`config.mk`:
```
export PLATFORM = sky130hd
export DESIGN_NAME = instr_encoder_flat
export DESIGN_NICKNAME = d
export VERILOG_FILES = /design/src/rtl/instr_encoder_if.sv /design/src/rtl/instr_encoder.sv /design/src/flat_wrapper.sv
export SDC_FILE = /design/constraint.sdc
export NUM_CORES = 1
export LEC_CHECK = 0
export BUFFER_PORTS_ARGS = -buffer_cell sky130_fd_sc_hd__buf_2
export CORE_MARGIN = 2
export CORE_UTILIZATION = 53
export DETAILED_ROUTE_END_ITERATION = 10
export PLACE_DENSITY = 0.95
export REMOVE_ABC_BUFFERS = 1
export SLEW_MARGIN = 20
export SYNTH_ARGS = -nofsm -noshare
export SYNTH_HDL_FRONTEND = slang
export SYNTH_SLANG_ARGS = --single-unit
```
`constraint.sdc`:
```
create_clock -name clk -period 3.1 [get_ports clk]
set_input_delay 0.155 -clock clk [delete_from_list [all_inputs] [get_ports clk]]
set_output_delay 0.155 -clock clk [all_outputs]
set_load 0.02 [all_outputs]
```
`src/rtl/instr_encoder_if.sv`:
```
// Field-bundle input, encoded-word output and status lines of the RV32I instruction encoder.
// The slave side is the encoder; the master side is the producer/sink that drives it.
interface instr_encoder_if #(
    parameter int ADDR_W = 6
);
    logic              clear;
    logic              in_valid;
    logic              in_ready;
    logic [2:0]        in_kind;
    logic [2:0]        in_funct3;
    logic              in_funct7b5;
    logic [4:0]        in_rd;
    logic [4:0]        in_rs1;
    logic [4:0]        in_rs2;
    logic [31:0]       in_imm;
    logic              out_valid;
    logic              out_ready;
    logic [31:0]       out_instr;
    logic [ADDR_W-1:0] out_addr;
    logic              err;
    logic              full;

    modport master (
        output clear, in_valid, in_kind, in_funct3, in_funct7b5,
               in_rd, in_rs1, in_rs2, in_imm, out_ready,
        input  in_ready, out_valid, out_instr, out_addr, err, full
    );

    modport slave (
        input  clear, in_valid, in_kind, in_funct3, in_funct7b5,
               in_rd, in_rs1, in_rs2, in_imm, out_ready,
        output in_ready, out_valid, out_instr, out_addr, err, full
    );
endinterface

```
`src/rtl/instr_encoder.sv`:
```
// Packs lw/sw/R/beq/I-ALU/jal/auipc field bundles into RV32I words and streams them
// with sequential word addresses through a single output register.
module instr_encoder #(
    parameter int ADDR_W = 6
) (
    input  logic           clk,
    input  logic           reset,
    instr_encoder_if.slave bus
);
    localparam logic [2:0] K_LW    = 3'd0;
    localparam logic [2:0] K_SW    = 3'd1;
    localparam logic [2:0] K_R     = 3'd2;
    localparam logic [2:0] K_BEQ   = 3'd3;
    localparam logic [2:0] K_IALU  = 3'd4;
    localparam logic [2:0] K_JAL   = 3'd5;
    localparam logic [2:0] K_AUIPC = 3'd6;

    localparam logic [6:0] OP_LOAD  = 7'b0000011;
    localparam logic [6:0] OP_STORE = 7'b0100011;
    localparam logic [6:0] OP_REG   = 7'b0110011;
    localparam logic [6:0] OP_BRANCH= 7'b1100011;
    localparam logic [6:0] OP_IMM   = 7'b0010011;
    localparam logic [6:0] OP_JAL   = 7'b1101111;
    localparam logic [6:0] OP_AUIPC = 7'b0010111;

    localparam logic [ADDR_W:0] CNT_ONE = 1;

    logic              r_out_valid;
    logic [31:0]       r_out_instr;
    logic [ADDR_W-1:0] r_out_addr;
    logic              r_err;
    logic [ADDR_W:0]   r_count;

    logic [31:0] w_imm;
    logic [31:0] w_instr;
    logic        w_legal;
    logic        w_fits12;
    logic        w_fits13;
    logic        w_fits21;
    logic        w_shift;
    logic        w_full;
    logic        w_in_ready;
    logic        w_accept;

    assign w_imm    = bus.in_imm;
    assign w_fits12 = (w_imm[31:11] == {21{w_imm[11]}});
    assign w_fits13 = (w_imm[31:12] == {20{w_imm[12]}});
    assign w_fits21 = (w_imm[31:20] == {12{w_imm[20]}});
    assign w_shift  = (bus.in_funct3 == 3'b001) || (bus.in_funct3 == 3'b101);

    // The counter's top bit doubles as the full flag: it is set exactly when 2**ADDR_W words went out.
    assign w_full     = r_count[ADDR_W];
    assign w_in_ready = ~reset & ~bus.clear & ~w_full & (~r_out_valid | bus.out_ready);
    assign w_accept   = bus.in_valid & w_in_ready;

    always_comb begin
        w_instr = '0;
        w_legal = 1'b0;
        case (bus.in_kind)
            K_LW: begin
                w_legal = w_fits12;
                w_instr = {w_imm[11:0], bus.in_rs1, 3'b010, bus.in_rd, OP_LOAD};
            end
            K_SW: begin
                w_legal = w_fits12;
                w_instr = {w_imm[11:5], bus.in_rs2, bus.in_rs1, 3'b010, w_imm[4:0], OP_STORE};
            end
            K_R: begin
                w_legal = 1'b1;
                w_instr = {1'b0, bus.in_funct7b5, 5'b00000, bus.in_rs2, bus.in_rs1,
                           bus.in_funct3, bus.in_rd, OP_REG};
            end
            K_BEQ: begin
                w_legal = w_fits13 & ~w_imm[0];
                w_instr = {w_imm[12], w_imm[10:5], bus.in_rs2, bus.in_rs1, 3'b000,
                           w_imm[4:1], w_imm[11], OP_BRANCH};
            end
            K_IALU: begin
                w_legal = w_fits12 & (~w_shift | (w_imm[11:5] == 7'd0));
                if (bus.in_funct3 == 3'b101) begin
                    w_instr = {1'b0, bus.in_funct7b5, 5'b00000, w_imm[4:0], bus.in_rs1,
                               bus.in_funct3, bus.in_rd, OP_IMM};
                end else begin
                    w_instr = {w_imm[11:0], bus.in_rs1, bus.in_funct3, bus.in_rd, OP_IMM};
                end
            end
            K_JAL: begin
                w_legal = w_fits21 & ~w_imm[0];
                w_instr = {w_imm[20], w_imm[10:1], w_imm[11], w_imm[19:12], bus.in_rd, OP_JAL};
            end
            K_AUIPC: begin
                w_legal = (w_imm[11:0] == 12'd0);
                w_instr = {w_imm[31:12], bus.in_rd, OP_AUIPC};
            end
            default: begin
                w_legal = 1'b0;
                w_instr = '0;
            end
        endcase
    end

    always_ff @(posedge clk or posedge reset) begin
        if (reset) begin
            r_out_valid <= 1'b0;
            r_out_instr <= '0;
            r_out_addr  <= '0;
            r_err       <= 1'b0;
            r_count     <= '0;
        end else if (bus.clear) begin
            r_out_valid <= 1'b0;
            r_err       <= 1'b0;
            r_count     <= '0;
        end else begin
            // Illegal bundles are consumed but only leave an err pulse behind.
            r_err <= w_accept & ~w_legal;
            if (w_accept & w_legal) begin
                r_out_valid <= 1'b1;
                r_out_instr <= w_instr;
                r_out_addr  <= r_count[ADDR_W-1:0];
                r_count     <= r_count + CNT_ONE;
            end else if (bus.out_ready) begin
                r_out_valid <= 1'b0;
            end
        end
    end

    assign bus.in_ready  = w_in_ready;
    assign bus.out_valid = r_out_valid;
    assign bus.out_instr = r_out_instr;
    assign bus.out_addr  = r_out_addr;
    assign bus.err       = r_err;
    assign bus.full      = w_full;
endmodule
```
`src/flat_wrapper.sv`:
```
// flat-port wrapper written by rule: the top's interface ports become plain ports
module instr_encoder_flat 
#(
    parameter int ADDR_W = 6
)
  (clk, reset, bus_clear, bus_in_valid, bus_in_kind, bus_in_funct3, bus_in_funct7b5, bus_in_rd, bus_in_rs1, bus_in_rs2, bus_in_imm, bus_out_ready, bus_in_ready, bus_out_valid, bus_out_instr, bus_out_addr, bus_err, bus_full);
  instr_encoder_if #(.ADDR_W(ADDR_W)) bus_i ();
  input  logic clk;
  input  logic reset;
  input wire logic [$bits(bus_i.clear)-1:0] bus_clear;
  input wire logic [$bits(bus_i.in_valid)-1:0] bus_in_valid;
  input wire logic [$bits(bus_i.in_kind)-1:0] bus_in_kind;
  input wire logic [$bits(bus_i.in_funct3)-1:0] bus_in_funct3;
  input wire logic [$bits(bus_i.in_funct7b5)-1:0] bus_in_funct7b5;
  input wire logic [$bits(bus_i.in_rd)-1:0] bus_in_rd;
  input wire logic [$bits(bus_i.in_rs1)-1:0] bus_in_rs1;
  input wire logic [$bits(bus_i.in_rs2)-1:0] bus_in_rs2;
  input wire logic [$bits(bus_i.in_imm)-1:0] bus_in_imm;
  input wire logic [$bits(bus_i.out_ready)-1:0] bus_out_ready;
  output wire logic [$bits(bus_i.in_ready)-1:0] bus_in_ready;
  output wire logic [$bits(bus_i.out_valid)-1:0] bus_out_valid;
  output wire logic [$bits(bus_i.out_instr)-1:0] bus_out_instr;
  output wire logic [$bits(bus_i.out_addr)-1:0] bus_out_addr;
  output wire logic [$bits(bus_i.err)-1:0] bus_err;
  output wire logic [$bits(bus_i.full)-1:0] bus_full;
  assign bus_i.clear = bus_clear;
  assign bus_i.in_valid = bus_in_valid;
  assign bus_i.in_kind = bus_in_kind;
  assign bus_i.in_funct3 = bus_in_funct3;
  assign bus_i.in_funct7b5 = bus_in_funct7b5;
  assign bus_i.in_rd = bus_in_rd;
  assign bus_i.in_rs1 = bus_in_rs1;
  assign bus_i.in_rs2 = bus_in_rs2;
  assign bus_i.in_imm = bus_in_imm;
  assign bus_i.out_ready = bus_out_ready;
  assign bus_in_ready = bus_i.in_ready;
  assign bus_out_valid = bus_i.out_valid;
  assign bus_out_instr = bus_i.out_instr;
  assign bus_out_addr = bus_i.out_addr;
  assign bus_err = bus_i.err;
  assign bus_full = bus_i.full;
  instr_encoder #(.ADDR_W(ADDR_W)) u_core (.clk(clk), .reset(reset), .bus(bus_i));
endmodule
```
Yosys cells after proc, flatten, opt, wreduce, memory -nomap -nowiden
Index checks and enable logic that the tools add are counted.

Register bits after elaboration: 47. Word-level logic and storage cells: 52.

Add/sub/neg operators: 1. Eq/ne operators: 11. Multiplexer cells: 9. Bitwise logic cells: 18. Reductions and logical operators: 8.

Operators with widths (number): $pmux 32 s7 (1); $mux 32 (1); $eq 20x20->1 (1); $eq 19x19->1 (1); $mux 7 (2); $eq 3x3->1 const B (4); $logic_not 12->1 (1); $eq 11x11->1 (1); $and 1x1->1 (9); $add 7x1->7 const B (1); $logic_not 7->1 (1); $not 1->1 (7); $eq 3x1->1 const B (2); $eq 3x2->1 const B (2); $pmux 1 s6 (1); $mux 1 (4); $logic_not 3->1 (1); $reduce_bool 3->1 (1); $or 1x1->1 (2); $reduce_and 2->1 (1); $reduce_bool 2->1 (1); $reduce_or 2->1 (1); $logic_or 1x1->1 (1).

Depth between registers and ports, before layout
Gate-level depths: netlist of run 1.

Depth after elaboration: 9. Mapped depth: 9.

Least setup slack after synthesis of run 1
Ideal clock, no wire load.

Kind: reg-to-reg. From: register u_core.r_out_valid, in the netlist u_core.bus.out_valid. To: register u_core.r_out_addr[0], in the netlist u_core.bus.out_addr[0]. Arrival time: 2344 ps. Required time: 2975 ps. Path slack: 631 ps. Cell stages (with the launch flop): 8. Path buffers: 2. Period minus slack after synthesis: 2469 ps. Cell sequence: dfrtp_1 > nor2b_1 > nor4_1 > and2_1 > clkbuf_1 > o21ai_4 > buf_6 > mux2_4.

Word-level cells in the longest chain between the ends: 6.

RTL lines: start, declared (line instr_encoder.sv:28) `logic r_out_valid;`; start signal, assigned (line instr_encoder.sv:104) `r_out_valid <= 1'b0;`; start signal, assigned (line instr_encoder.sv:110) `r_out_valid <= 1'b0;`; start signal, assigned (line instr_encoder.sv:117) `r_out_valid <= 1'b1;`; $not 1->1 (line instr_encoder.sv:53) `assign w_in_ready = ~reset & ~bus.clear & ~w_full & (~r_out_valid | bus.out_ready);`; $or 1x1->1 (line instr_encoder.sv:53); $and 1x1->1 (line instr_encoder.sv:53); via bus_in_ready (line flat_wrapper.sv:20) `output wire logic [$bits(bus_i.in_ready)-1:0] bus_in_ready;`; $and 1x1->1 (line instr_encoder.sv:54) `assign w_accept = bus.in_valid & w_in_ready;`; $and 1x1->1 (line instr_encoder.sv:116) `if (w_accept & w_legal) begin`; $reduce_and 2->1 (no line); end signal, assigned (line instr_encoder.sv:119) `r_out_addr <= r_count[ADDR_W-1:0];`; end, declared (line instr_encoder.sv:30) `logic [ADDR_W-1:0] r_out_addr;`.

The timed path passes the listed nets, and every way through them passes these cells. A chain may end at the register's enable or synchronous reset.

Worst setup path after layout of run 1
From: input port bus_in_kind[2]. To: register u_core.r_out_instr[8], in the netlist u_core.bus.out_instr[8].

Word-level cells in the longest chain between the ends: 5. Elaborated cells on any way between the ends: 12.

RTL lines: start, declared (line flat_wrapper.sv:12) `input wire logic [$bits(bus_i.in_kind)-1:0] bus_in_kind;`; $eq 3x1->1 or $logic_not 3->1 (tied branches) (line instr_encoder.sv:59) `case (bus.in_kind)`; $reduce_or 2->1 (no line); $pmux 1 s6 (line instr_encoder.sv:59); $and 1x1->1 (line instr_encoder.sv:116); $reduce_and 2->1 (no line); end signal, assigned (line instr_encoder.sv:118) `r_out_instr <= w_instr;`; end, declared (line instr_encoder.sv:29) `logic [31:0] r_out_instr;`.

Parallel ways exist; a longest one is shown, timed or not.

==> results.json, run 1 <==
{
  "outcome": "finished, final reports clean",
  "initial_standard_cell_utilization_of_the_core_pct": 54.0,
  "worst_setup_path_start_kind": "primary input",
  "drv_slew": 0,
  "asyncSetResetFlopFracSynth_pct": 100,
  "hpwlAfterDp_mm": 5.27,
  "syn_area_sq_um": 2720,
  "insertion_delay_ns": 0.31,
  "synth.ff_latch_count": 46,
  "powerDensity_nw_per_um2": 459,
  "gp_congestion": 0.926,
  "floorplan.die_area_sq_um": 5720,
  "ios": 101,
  "internal_power_uw": 1020,
  "cp_data_required_time_ns": 3.29,
  "synth_enable_flop_cells": 0,
  "totalWireLength_mm": 7.09,
  "drv_cap": 0,
  "cts_resized": 0,
  "cts.clk_slew.worst_paths_ns": 0.09,
  "synth.area.top_cells": "sky130_fd_sc_hd__dfrtp_1, sky130_fd_sc_hd__mux2_4, sky130_fd_sc_hd__o21ai_0, sky130_fd_sc_hd__a22o_1, sky130_fd_sc_hd__nand4_1",
  "syn_avg_cell_area_sq_um": 10.5,
  "routed_via_density": 6.02,
  "crit_type": "in2reg",
  "number_of_warning_messages_in_the_yosys_log": 0,
  "cts_setup_buffers": 0,
  "power_leakage_uw": 0.00174,
  "num_antenna_cells": 0,
  "final_cell_count_no_fill": 426,
  "tritoncts_clock_tree": "built",
  "root_buffer": "sky130_fd_sc_hd__clkbuf_8",
  "core-area_sq_um": 5040,
  "grt_overflow_total": 0,
  "clock_tree.htree_level_count": 2,
  "yosys.cell_count.top_type": "sky130_fd_sc_hd__dfrtp_1",
  "tns_ns": 0,
  "vias": 2563,
  "post_synth_num_cell_types": 43,
  "finalClockSkew_ns": 0.00926,
  "post_synth_inst_count": 260,
  "antenna_violating_nets_post_route": 0,
  "rsz0062_at_grt": "false",
  "fmax_mhz": 449,
  "placement.io_buffers": 100,
  "fin_crit_sh_pct": 71.9,
  "timing.hold.worst.class": "in2async",
  "final_routed_drc_violation_total": 0,
  "worstMarginPinSlew_ns": 0.932,
  "finalSetupViolations": 0,
  "antenna_found_initial": 0,
  "die_h_um": 75.7,
  "first_global_vias": 2357,
  "ys_top_cells_by_count": "sky130_fd_sc_hd__dfrtp_1, sky130_fd_sc_hd__mux2_4, sky130_fd_sc_hd__o21ai_0",
  "track_usage_pct": 24.6,
  "maximum_number_of_pins_on_one_net_before_global_route_repair": 47,
  "worstPathMaxFanout": 31,
  "num-nets-final": 415,
  "yosysTopAreaCellShare_pct": 42.3,
  "cts_made_buffers": 5,
  "final_layout_size_suffix_gt1_share_pct": 40.4,
  "placement_row_count": 26,
  "yosysTopAreaCell": "sky130_fd_sc_hd__dfrtp_1",
  "vdd_drop_max_v": 0.000279,
  "swShare_pct": 33.3,
  "cp_data_arrival_time_ns": 2.42,
  "dr.first_iter.drc_count": 180,
  "clock_power_share_pct": 24.3,
  "synth_seq_area_share_pct": 42.3,
  "timing.critical_path.to_type": "register",
  "power_frac_seq_pct": 46.9,
  "ctsLongestPathBuffers": 2,
  "synth_flop_cell": "sky130_fd_sc_hd__dfrtp_1",
  "hold_viol_final": 0,
  "grt_first_pass_wirelength_mm": 10.8,
  "cts_hold_buf": 0,
  "routedWlPerCell_um": 16.6,
  "place_inst": 418,
  "shortest_period_the_worst_path_allows_ns": 2.23,
  "slew-limit-headroom_pct": 37.8,
  "cts_sinks": 46,
  "die_x_um": 75.7,
  "layout-area-overhead-vs-synth_pct": 23.0,
  "combinational_group_share_of_total_power_pct": 28.8,
  "dr.pass1.iters": 5,
  "power_switching_uw": 511,
  "number_of_cell_instances_on_the_worst_register_to_register_path": 5
}
-- cell type report --
class	instances	area, sq um
clock buffers	5	68.8
clock inverters	3	21.3
fillers	385	1700
inverters	13	48.8
multi-input cells	187	1440
flip-flops and latches	46	1150
well taps	70	87.6
repair buffers	102	528
-- metal layers --
metal	vias up	GRT usage, %	share of wire, %
met5	-	0	0
met4	0	7.21	1.9
met3	19	5.03	8.8
met2	157	40.6	47
met1	1215	32.9	42
li1	1172	-	-
-- layout by cell type (no fill, tap or decap), types with 2 or more instances in the layout --
cell / synthesis / routed
sky130_fd_sc_hd__clkbuf_8: 0 / 5
sky130_fd_sc_hd__nor4_1: 5 / 5
sky130_fd_sc_hd__nand3_1: 4 / 4
sky130_fd_sc_hd__xnor2_1: 3 / 3
sky130_fd_sc_hd__dfrtp_1: 46 / 46
sky130_fd_sc_hd__a22oi_1: 10 / 10
sky130_fd_sc_hd__o211ai_1: 2 / 2
sky130_fd_sc_hd__nor2b_1: 11 / 11
sky130_fd_sc_hd__mux2_4: 27 / 27
sky130_fd_sc_hd__mux2i_1: 4 / 4
sky130_fd_sc_hd__nand4_1: 14 / 14
sky130_fd_sc_hd__nand2_1: 10 / 10
sky130_fd_sc_hd__and2_1: 4 / 4
sky130_fd_sc_hd__nor3_1: 11 / 11
sky130_fd_sc_hd__or4_1: 3 / 3
sky130_fd_sc_hd__buf_2: 1 / 100
sky130_fd_sc_hd__o21ai_0: 20 / 20
sky130_fd_sc_hd__o22ai_1: 3 / 3
sky130_fd_sc_hd__a21oi_1: 11 / 11
sky130_fd_sc_hd__o221ai_1: 3 / 3
sky130_fd_sc_hd__a21o_1: 2 / 2
sky130_fd_sc_hd__nor2_1: 9 / 9
sky130_fd_sc_hd__mux2_2: 3 / 3
sky130_fd_sc_hd__a32oi_1: 2 / 2
sky130_fd_sc_hd__inv_1: 13 / 12
sky130_fd_sc_hd__a22o_1: 11 / 11
-- sequential cells by signal (all words and copies together) (netlist names) --
name	cells
u_core.bus.out_valid	1
u_core.bus.err	1
u_core.bus.out_instr	31
u_core.bus.out_addr	6
u_core.r_count	7
-- per-stage QoR --
step | power [uW] | instance area (sq um) | util, % | hold WS (ns) | worst slack (ns)
after global routing | 1610 | 3350 | 66.4 | 0.141 | 0.854
after global placement | 1160 | 3260 | 64.6 | 0.406 | 0.810
after floorplan | 990 | 2640 | - | 0.318 | 0.554
final | 1530 | 3350 | 66.4 | 0.0587 | 0.872
after detailed placement | 1170 | 3260 | 64.6 | 0.438 | 0.729
after CTS | 1540 | 3350 | 66.4 | 0.100 | 0.961
-- final timing paths --
path                                                         to  slack, ns                                start
max reg2reg                 u_core.bus.out_instr[4]$_DFFE_PP0P_       1.02        u_core.r_count[6]$_DFFE_PP0P_
min in group clk           u_core.bus.out_instr[15]$_DFFE_PP0P_       0.13                        bus_in_rs1[0]
max in group asynchronous  u_core.bus.out_instr[23]$_DFFE_PP0P_       2.46                                reset
min                          u_core.bus.out_addr[4]$_DFFE_PP0P_       0.06                                reset
max                         u_core.bus.out_instr[8]$_DFFE_PP0P_       0.87                       bus_in_kind[2]
min reg2reg                 u_core.bus.out_instr[1]$_DFFE_PP0P_       0.50  u_core.bus.out_instr[1]$_DFFE_PP0P_
-- cells by family (layout without fill, tap and decap cells) --
group                      count (synthesis)  in the layout  synth area share [%]
xor gates and xnor gates                   3              3                 0.966
muxes                                     34             34                  17.6
DFF                                       46             46                  42.3
adders and majority gates                  1              1                 0.460
buffers and inverters                     27            123                  4.74
and+or+nand+nor                           76             76                  15.4
AOI/OAI and AO/OA                         73             73                  18.5
-- power by group through the flow --
stage	combinational (uW)	clock, uW	sequential [uW]
floorplan	167	0	823
global placement	428	0	729
detailed placement	440	0	729
CTS	442	377	719
global route	476	402	729
finish	442	373	720
-- critical path, stage by stage --
cell	delay (ns)
sky130_fd_sc_hd__buf_2	0.29
sky130_fd_sc_hd__inv_1	0.21
sky130_fd_sc_hd__o21ai_0	0.27
sky130_fd_sc_hd__a31oi_1	0.11
sky130_fd_sc_hd__o21a_1	0.23
sky130_fd_sc_hd__o21ai_4	0.48
sky130_fd_sc_hd__buf_12	0.29
sky130_fd_sc_hd__mux2_2	0.36
(Power assumes the default switching activity.)
==> inputs of run 2 (changes only) <==
--- a/config.mk
+++ b/config.mk
@@ -7,9 +7,9 @@
 export LEC_CHECK = 0
 export BUFFER_PORTS_ARGS = -buffer_cell sky130_fd_sc_hd__buf_2
 export CORE_MARGIN = 2
-export CORE_UTILIZATION = 53
+export CORE_UTILIZATION = 45
 export DETAILED_ROUTE_END_ITERATION = 10
-export PLACE_DENSITY = 0.95
+export PLACE_DENSITY = 0.88
 export REMOVE_ABC_BUFFERS = 1
 export SLEW_MARGIN = 20
 export SYNTH_ARGS = -nofsm -noshare
==> constraint.sdc (replaced) <==
create_clock -name clk -period 1.97 [get_ports clk]
set_input_delay 0.0985 -clock clk [delete_from_list [all_inputs] [get_ports clk]]
set_output_delay 0.0985 -clock clk [all_outputs]
set_load 0.02 [all_outputs]
==> results.json, run 2 (synthesis results as in run 1) <==
{
  "insertion_delay_ns": 0.30,
  "finalClockSkew_ns": 0.00211,
  "worst_r2r_end": "u_core.r_count[4]$_DFFE_PP0P_",
  "cts_sinks": 46,
  "first_global_vias": 2657,
  "ctsLongestPathBuffers": 2,
  "multi_input_area_sq_um": 1440,
  "grt_first_pass_wirelength_mm": 12.2,
  "num-nets-final": 443,
  "setup.reg_to_reg.worst_slack_ns": 0.18,
  "setup_slack_ns": 0.176,
  "finalSetupViolations": 0,
  "power_leakage_uw": 0.00190,
  "vias": 2623,
  "filler_cell_count": 490,
  "layout-area-overhead-vs-synth_pct": 32.3,
  "final_routed_drc_violation_total": 0,
  "worstMarginPinSlew_ns": 0.930,
  "shortest_period_the_worst_path_allows_ns": 1.79,
  "utilization_pct": 61.2,
  "drv_cap": 0,
  "outcome": "finished, final reports clean",
  "worstPathMaxFanout": 7,
  "dr.pass1.iters": 4,
  "fin_crit_sh_pct": 91.1,
  "worst_setup_path_start_kind": "register",
  "dr.first_iter.drc_count": 205,
  "vdd_drop_max_v": 0.000426,
  "cts_made_buffers": 5,
  "placement_row_count": 28,
  "hpwlAfterDp_mm": 5.99,
  "totalWireLength_mm": 7.76,
  "crit_type": "reg2reg",
  "final_common_cell": "sky130_fd_sc_hd__buf_2",
  "seqCellArea_sq_um": 1150,
  "drv_slew": 0,
  "grt_overflow_total": 0,
  "tritoncts_clock_tree": "built",
  "flip_flop_count_of_the_largest_register_all_copies_and_words_added": 31,
  "powerDensity_nw_per_um2": 717,
  "cts.clk_slew.worst_paths_ns": 0.09,
  "ios": 101,
  "die_h_um": 81.8,
  "mostFrequentLayoutCells": "sky130_fd_sc_hd__buf_2, sky130_fd_sc_hd__dfrtp_1, sky130_fd_sc_hd__buf_4, sky130_fd_sc_hd__mux2_4, sky130_fd_sc_hd__o21ai_0",
  "fmax_mhz": 557,
  "antenna_violating_nets_post_route": 0,
  "placement.io_buffers": 100,
  "track_usage_pct": 23.7,
  "routedWlPerCell_um": 16.9,
  "timing.hold.worst.class": "in2async",
  "slew-limit-headroom_pct": 37.9,
  "worst_r2r_startpoint": "u_core.r_count[6]$_DFFE_PP0P_",
  "core-area_sq_um": 5890,
  "final_layout_size_suffix_gt1_share_pct": 45.1,
  "timing.critical_path.to_type": "register",
  "rsz0062_at_grt": "false",
  "die_x_um": 81.8,
  "maximum_number_of_pins_on_one_net_before_global_route_repair": 47,
  "cts_hold_buf": 0,
  "clock_tree.htree_level_count": 2,
  "cp_data_arrival_time_ns": 1.97,
  "antenna_found_initial": 0,
  "cp_data_required_time_ns": 2.14,
  "gp_congestion": 0.941,
  "num_antenna_cells": 0,
  "initial_standard_cell_utilization_of_the_core_pct": 46.2,
  "root_buffer": "sky130_fd_sc_hd__clkbuf_8",
  "hold_viol_final": 0,
  "routed_via_density": 5.71,
  "number_of_cell_instances_on_the_worst_register_to_register_path": 6,
  "dp_slack_ns": -0.105,
  "floorplan.die_area_sq_um": 6690
}
run 2: cell types whose count changed in the layout (fill, tap and decap cells not counted), sizes merged:
cell / previous run / this run
buf: 102 / 130
bufinv: 0 / 1
clkinv: 2 / 1
clkinvlp: 1 / 0
inv: 13 / 14
run 2: worst max path at each step:
stage | cells past startpoint | start | endpoint | slack, ns
floorplan | 5 | u_core.bus.out_valid$_DFFE_PP0P_ | u_core.bus.out_addr[0]$_DFFE_PP0P_ | -0.58
global placement | 10 | bus_in_imm[27] | u_core.bus.out_instr[11]$_DFFE_PP0P_ | -0.09
detailed placement | 8 | bus_in_imm[22] | u_core.bus.out_instr[23]$_DFFE_PP0P_ | -0.10
CTS | 5 | u_core.r_count[6]$_DFFE_PP0P_ | u_core.bus.out_instr[23]$_DFFE_PP0P_ | 0.1
global route | 7 | u_core.r_count[6]$_DFFE_PP0P_ | u_core.bus.out_instr[15]$_DFFE_PP0P_ | 0.02
finish | 6 | u_core.r_count[6]$_DFFE_PP0P_ | u_core.r_count[4]$_DFFE_PP0P_ | 0.18
run 2: critical path, stage by stage, from the launching register on:
cell and delay, ns:
sky130_fd_sc_hd__dfrtp_1 0.43, sky130_fd_sc_hd__nor4_1 0.38, sky130_fd_sc_hd__buf_4 0.18, sky130_fd_sc_hd__nand2_1 0.10
sky130_fd_sc_hd__a21o_1 0.25, sky130_fd_sc_hd__nand4_1 0.22, sky130_fd_sc_hd__o21ai_0 0.11
run 2: metrics by stage:
| step | area [sq um] | instances | setup TNS [ns] | hold WS, ns | power (uW) |
|---|---|---|---|---|---|
| floorplan | 2640 | 246 | -22.74 | 0.261 | 1560 |
| global placement | 3490 | 451 | -2.52 | 0.352 | 1860 |
| detailed placement | 3490 | 451 | -2.56 | 0.390 | 1880 |
| CTS | 3600 | 459 | 0 | 0.0529 | 2600 |
| global route | 3600 | 459 | 0 | 0.0846 | 2710 |
| finish | 3600 | 459 | 0 | 0.0116 | 2580 |
run 2: what timing repair did:
item | CTS | global route
resized for setup | 0 | 1
setup endpoints to repair | 0 | 34
buffers inserted | 0 | 0
run 2: report_power, final:
group          internal (uW)  switching (uW)  leakage [uW]  total [uW]
Combinational            328             406       0.00123         734
Sequential              1060            72.0      0.000610        1130
Clock                    380             334     0.0000585         714
Total                   1770             812       0.00190        2580
run 2: routing by layer:
layer	track usage [%]	wire (um)	vias up
met5	0	0	-
met3	5.82	660	16
met1	30.5	3300	1239
li1	-	-	1227
met2	39.3	3680	141
met4	7.33	108	0
run 2: area by class of cell:
class	count	share of cell area [%]
clock buffers	5	1.91
clock inverters	3	1.22
inverters	13	1.36
multi-input cells	187	40.1
flip-flops and latches	46	32.0
well taps	75	2.61
repair buffers	130	20.9
